<file path="src/rtl/cpu_clk_ctrl.sv">
// Clock-enable sequencer for the board CPU: halt, free-run, single-step and
// N-pulse burst modes, all producing a one-cycle cpu_en in the clk domain.
//
// state   | meaning
// S_HALT  | idle, no pulses; waits for a mode or a step edge
// S_RUN   | free-run, one pulse every div+1 cycles
// S_STEP  | single cycle with cpu_en=1, then back to halt
// S_BURST | pulses every div+1 cycles until remaining reaches zero
module cpu_clk_ctrl #(
  parameter int DIV_W   = 32,
  parameter int BURST_W = 8
) (
  input  logic               clk,
  input  logic               rst,
  input  logic [1:0]         mode,
  input  logic [DIV_W-1:0]   div,
  input  logic               step_btn,
  input  logic [BURST_W-1:0] burst_len,
  input  logic               cnt_clr,
  output logic               cpu_en,
  output logic               busy,
  output logic [1:0]         state,
  output logic [31:0]        cycle_cnt
);

  typedef enum logic [1:0] {
    S_HALT  = 2'b00,
    S_RUN   = 2'b01,
    S_STEP  = 2'b10,
    S_BURST = 2'b11
  } state_t;

  state_t             state_q, state_d;
  logic [DIV_W-1:0]   div_cnt, div_cnt_d;
  logic [BURST_W-1:0] remaining, remaining_d;
  logic               btn_q;
  logic [31:0]        cycle_cnt_q;
  logic               step_fire;
  logic               tick;

  assign step_fire = step_btn & ~btn_q;
  // >= so that lowering div mid-count fires immediately instead of wrapping
  assign tick      = (div_cnt >= div);

  always_ff @(posedge clk or negedge rst) begin
    if (!rst) begin
      state_q     <= S_HALT;
      div_cnt     <= '0;
      remaining   <= '0;
      btn_q       <= 1'b0;
      cycle_cnt_q <= '0;
    end else begin
      state_q   <= state_d;
      div_cnt   <= div_cnt_d;
      remaining <= remaining_d;
      btn_q     <= step_btn;
      if (cnt_clr) begin
        cycle_cnt_q <= '0;
      end else if (cpu_en) begin
        cycle_cnt_q <= cycle_cnt_q + 32'd1;
      end
    end
  end

  always_comb begin
    state_d     = state_q;
    remaining_d = remaining;
    cpu_en      = 1'b0;
    case (state_q)
      S_HALT: begin
        if (mode == 2'b01) begin
          state_d = S_RUN;
        end else if (mode == 2'b10 && step_fire) begin
          state_d = S_STEP;
        end else if (mode == 2'b11 && step_fire && burst_len != '0) begin
          state_d     = S_BURST;
          remaining_d = burst_len;
        end
      end
      S_RUN: begin
        cpu_en = tick;
        if (mode != 2'b01) state_d = S_HALT;
      end
      S_STEP: begin
        cpu_en  = 1'b1;
        state_d = S_HALT;
      end
      S_BURST: begin
        // halt mode aborts and swallows any pulse due this cycle
        if (mode == 2'b00) begin
          state_d     = S_HALT;
          remaining_d = '0;
        end else begin
          cpu_en = tick && (remaining != '0);
          if (cpu_en) remaining_d = remaining - 1'b1;
          if (remaining == '0 || (cpu_en && remaining == 1)) state_d = S_HALT;
        end
      end
      default: state_d = S_HALT;
    endcase
  end

  // counter restarts from zero on every state entry
  always_comb begin
    div_cnt_d = '0;
    if ((state_q == S_RUN || state_q == S_BURST) && state_d == state_q) begin
      div_cnt_d = tick ? '0 : div_cnt + 1'b1;
    end
  end

  assign busy      = (state_q == S_STEP) || (state_q == S_BURST);
  assign state     = state_q;
  assign cycle_cnt = cycle_cnt_q;

endmodule

</file>
<file path="config.mk">
export PLATFORM = sky130hd
export DESIGN_NAME = cpu_clk_ctrl
export DESIGN_NICKNAME = d
export VERILOG_FILES = /design/src/rtl/cpu_clk_ctrl.sv
export SDC_FILE = /design/constraint.sdc
export NUM_CORES = 1
export LEC_CHECK = 0
export ABC_CLOCK_PERIOD_IN_PS = 4300
export CAP_MARGIN = 20
export CELL_PAD_IN_SITES_DETAIL_PLACEMENT = 0
export CELL_PAD_IN_SITES_GLOBAL_PLACEMENT = 1
export CORE_MARGIN = 1.5
export CORE_UTILIZATION = 40
export DETAILED_ROUTE_END_ITERATION = 7
export PLACE_DENSITY_LB_ADDON = 0.1
export SKIP_LAST_GASP = 1
export SLEW_MARGIN = 20
export SYNTH_ARGS = -nofsm -noshare
export SYNTH_HDL_FRONTEND = slang
export SYNTH_SLANG_ARGS = --single-unit
</file>
<file path="constraint.sdc">
create_clock -name clk -period 4.3 [get_ports clk]
set_input_delay 0.86 -clock clk [delete_from_list [all_inputs] [get_ports clk]]
set_output_delay 0.86 -clock clk [all_outputs]
set_load 0.1 [all_outputs]
</file>
==> reports/qor.txt <==
Critical path class: input port to primary output
Post-synthesis adder-cell area fraction: 10.7%
Die ar.: 13000 um2
Largest family of logic cells by synthesized area: simple AND/OR/NAND/NOR gates
CTS root buf: clkbuf_16
Num rows: 40
Tightest Pin Transition: 1.04 ns
DR iter-0 viols: 242
Crit Path Max Fanout: 3
Maximum root-to-sink buffer count: 2
Die height: 114 um
Synth top area share: 38.1%
Total GRT Usage: 18.5%
TNS Setup: 0 ns
Via count: 4162
Depth of the CTS H-tree: 3
Hold WS: 0.471 ns
Final slew viol count: 0
# clock sinks: 75
Synth area leaders: dfrtp_1 (38%), ha_1 (11%), xnor2_1 (7.6%)
Routability cong.: 0.823
Number of buffers created by CTS: 9
Crit path max-delay family: buffers and inverters
Clk pin slew, worst setup/hold paths: 0.06 ns
TritonRoute pass-1 iters: 4
Die X: 114 um
I/O Buffers: 81
Sequential area share after synthesis: 38.1%
Top FF cell, synth: dfrtp_1
Skew-Pair Late Insertion Delay: 0.33 ns
Most frequent CP cell: inv_1
Largest stage delay, worst path: 0.45 ns
DRT antenna net count: 0
Most common cell in the netlist: nor2_1
Setup violations, final: 0
Static leakage: 2.66 nW
Min-delay worst type: register to register
Post-Synth XOR/XNOR Area: 10.3%
Dominant cell type by area after synthesis: dfrtp_1
Worst path arrival time: 3.28 ns
Final WL: 11200 um
Fin crit share: 96.4%
Initial antenna violation count: 0
Nets: 745
Tmin final: 4.14 ns
Post CTS Setup Buffer Count: 0
Post-synth ARST share: 100%
Routed vias/inst: 5.16
Mapped Area: 4930 um2
Achievable Freq: 0.241 GHz
Top cells by instance count after synthesis: nor2_1 (90), dfrtp_1 (75), a21oi_1 (48)
Power Density: 339 nW/um2
Slew margin rel.: 30.7%
Max IR drop VDD: 0.205 mV
Max Clock Skew: 0.0107 ns
CTS tree: done
Number of global-route vias before repair: 4087
Syn. warnings: 0
Largest net degree at the start of global routing: 76
Syn Area/Cell: 8.66 um2
Syn Inst Count: 569
Synth Area in Compound Gates: 13.6%
Synth Area in Simple Gates: 21.6%
Drt wl/cell: 13.8 um
Worst Setup Start Kind: input port
RSZ-0062 raised after global routing: no
CORE AREA: 12000 um2
Synth-to-layout area growth: 25.9%
Top Ports: 82
Crit-path slowest cell: clkdlybuf4s50_1
Filler cells: 1168
Mux contribution to synthesized area: 0.635%
Status: finished, final reports clean
Critical path buffers and inverters: 4
Cell breakdown of the critical path: clkdlybuf4s50_1 -> inv_1 -> ha_1 -> nand4_1 -> nor4_2 -> inv_1 -> nor3_4 -> a211oi_2 -> a211oi_4 -> buf_12
Initial Utilization: 41.0%
DP HPWL: 8180 um
Global route overflow: 0
Syn_nets: 657
Layout cells sized above 1: 7.12%
Yosys reg bits: 75
Setup crit end kind: primary output
Setup slack, reg-to-reg: 1.29 ns
Ant diodes: 0
Number of synthesized flops with an enable pin: 0
First-pass GRT wire length: 19200 um
Library cells used by synthesis: 61
Hold Fails Final Rpt: 0
DRC violation count after routing: 0
Max_cap viols: 0
Critical Path RT: 3.44 ns
==> final cells by class <==
type / count / area [um2] / area share [%]
multi-input cells: 431 / 2810 / 45.3
flip-flops and latches: 75 / 1880 / 30.3
repair buffers: 92 / 902 / 14.5
clock buffers: 11 / 233 / 3.75
well taps: 147 / 184 / 2.96
inverters: 48 / 180 / 2.90
clock inverters: 3 / 17.5 / 0.282
==> where the power goes <==
group          switching [mW]  leakage [nW]  internal [mW]  total, mW
registers              0.0583          1.03          0.758      0.816
logic                   0.419          1.51          0.209      0.628
clock network           0.279         0.121          0.382      0.661
==> what timing repair did <==
action / in CTS / in global routing
resized for setup: 0 / 2
endpoints found under the setup margin: 0 / 1
hold buffers: 0 / 0
==> metrics by stage <==
stage	cells	total power, mW	util [%]	setup slack, ns	instance area [um2]
after global routing	807	2.24	51.6	0.0128	6200
final	807	2.11	51.6	0.157	6200
after global placement	793	1.45	49.4	0.122	5940
after CTS	807	2.14	51.5	0.0559	6190
after floorplan	569	1.28	-	0.278	4930
after detailed placement	793	1.46	49.4	0.0643	5940
==> per-layer routing <==
metal  wire (um)  global-route usage, %  up-vias
met5           0                      0        -
met4         154                   7.33        0
met3         467                   3.67       13
met2        5070                   29.6       81
met1        5490                   24.7     1971
li1            -                      -     2097
==> cell usage in the layout, fill, tap and decap left out, types with 6 or more instances in the layout <==
cell type,synthesis,final
a21oi_1,48,48
nand3_1,25,25
o21ai_0,19,19
clkbuf_16,0,9
inv_1,47,47
nor2_1,90,90
and3_1,9,9
nor3_1,8,8
clkdlybuf4s50_1,0,78
a211oi_1,8,8
nand2_1,46,46
a21boi_0,6,6
nand4_1,6,6
ha_1,42,42
dfrtp_1,75,75
buf_4,0,12
xnor2_1,43,43
xor2_1,15,15
==> registers in the layout, indices dropped and copies added, names as in the netlist <==
signal,flops
cycle_cnt,32
div_cnt,32
remaining,8
state,2
btn_q,1
==> final timing paths <==
kind	startpoint	cells after the start	end
max	div[31]	10	cpu_en
min in group asynchronous	rst	1	div_cnt[8]
min	div_cnt[0]	1	div_cnt[0]
max reg2reg	div_cnt[2]	10	cycle_cnt[25]
max in group asynchronous	rst	1	cycle_cnt[2]
min reg2reg	div_cnt[0]	1	div_cnt[0]
==> cells by family (layout without fill, tap and decap cells) <==
| family | count (synthesis) | count (layout) |
|---|---|---|
| buffers and inverters | 63 | 154 |
| flip-flops | 75 | 75 |
| XOR/XNOR | 58 | 58 |
| AO/OA/AOI/OAI | 106 | 106 |
| AND/OR/NAND/NOR | 222 | 222 |
| multiplexers | 3 | 3 |
| adder cells (fa/ha/maj) | 42 | 42 |
Power figures use the tool's default switching activity.
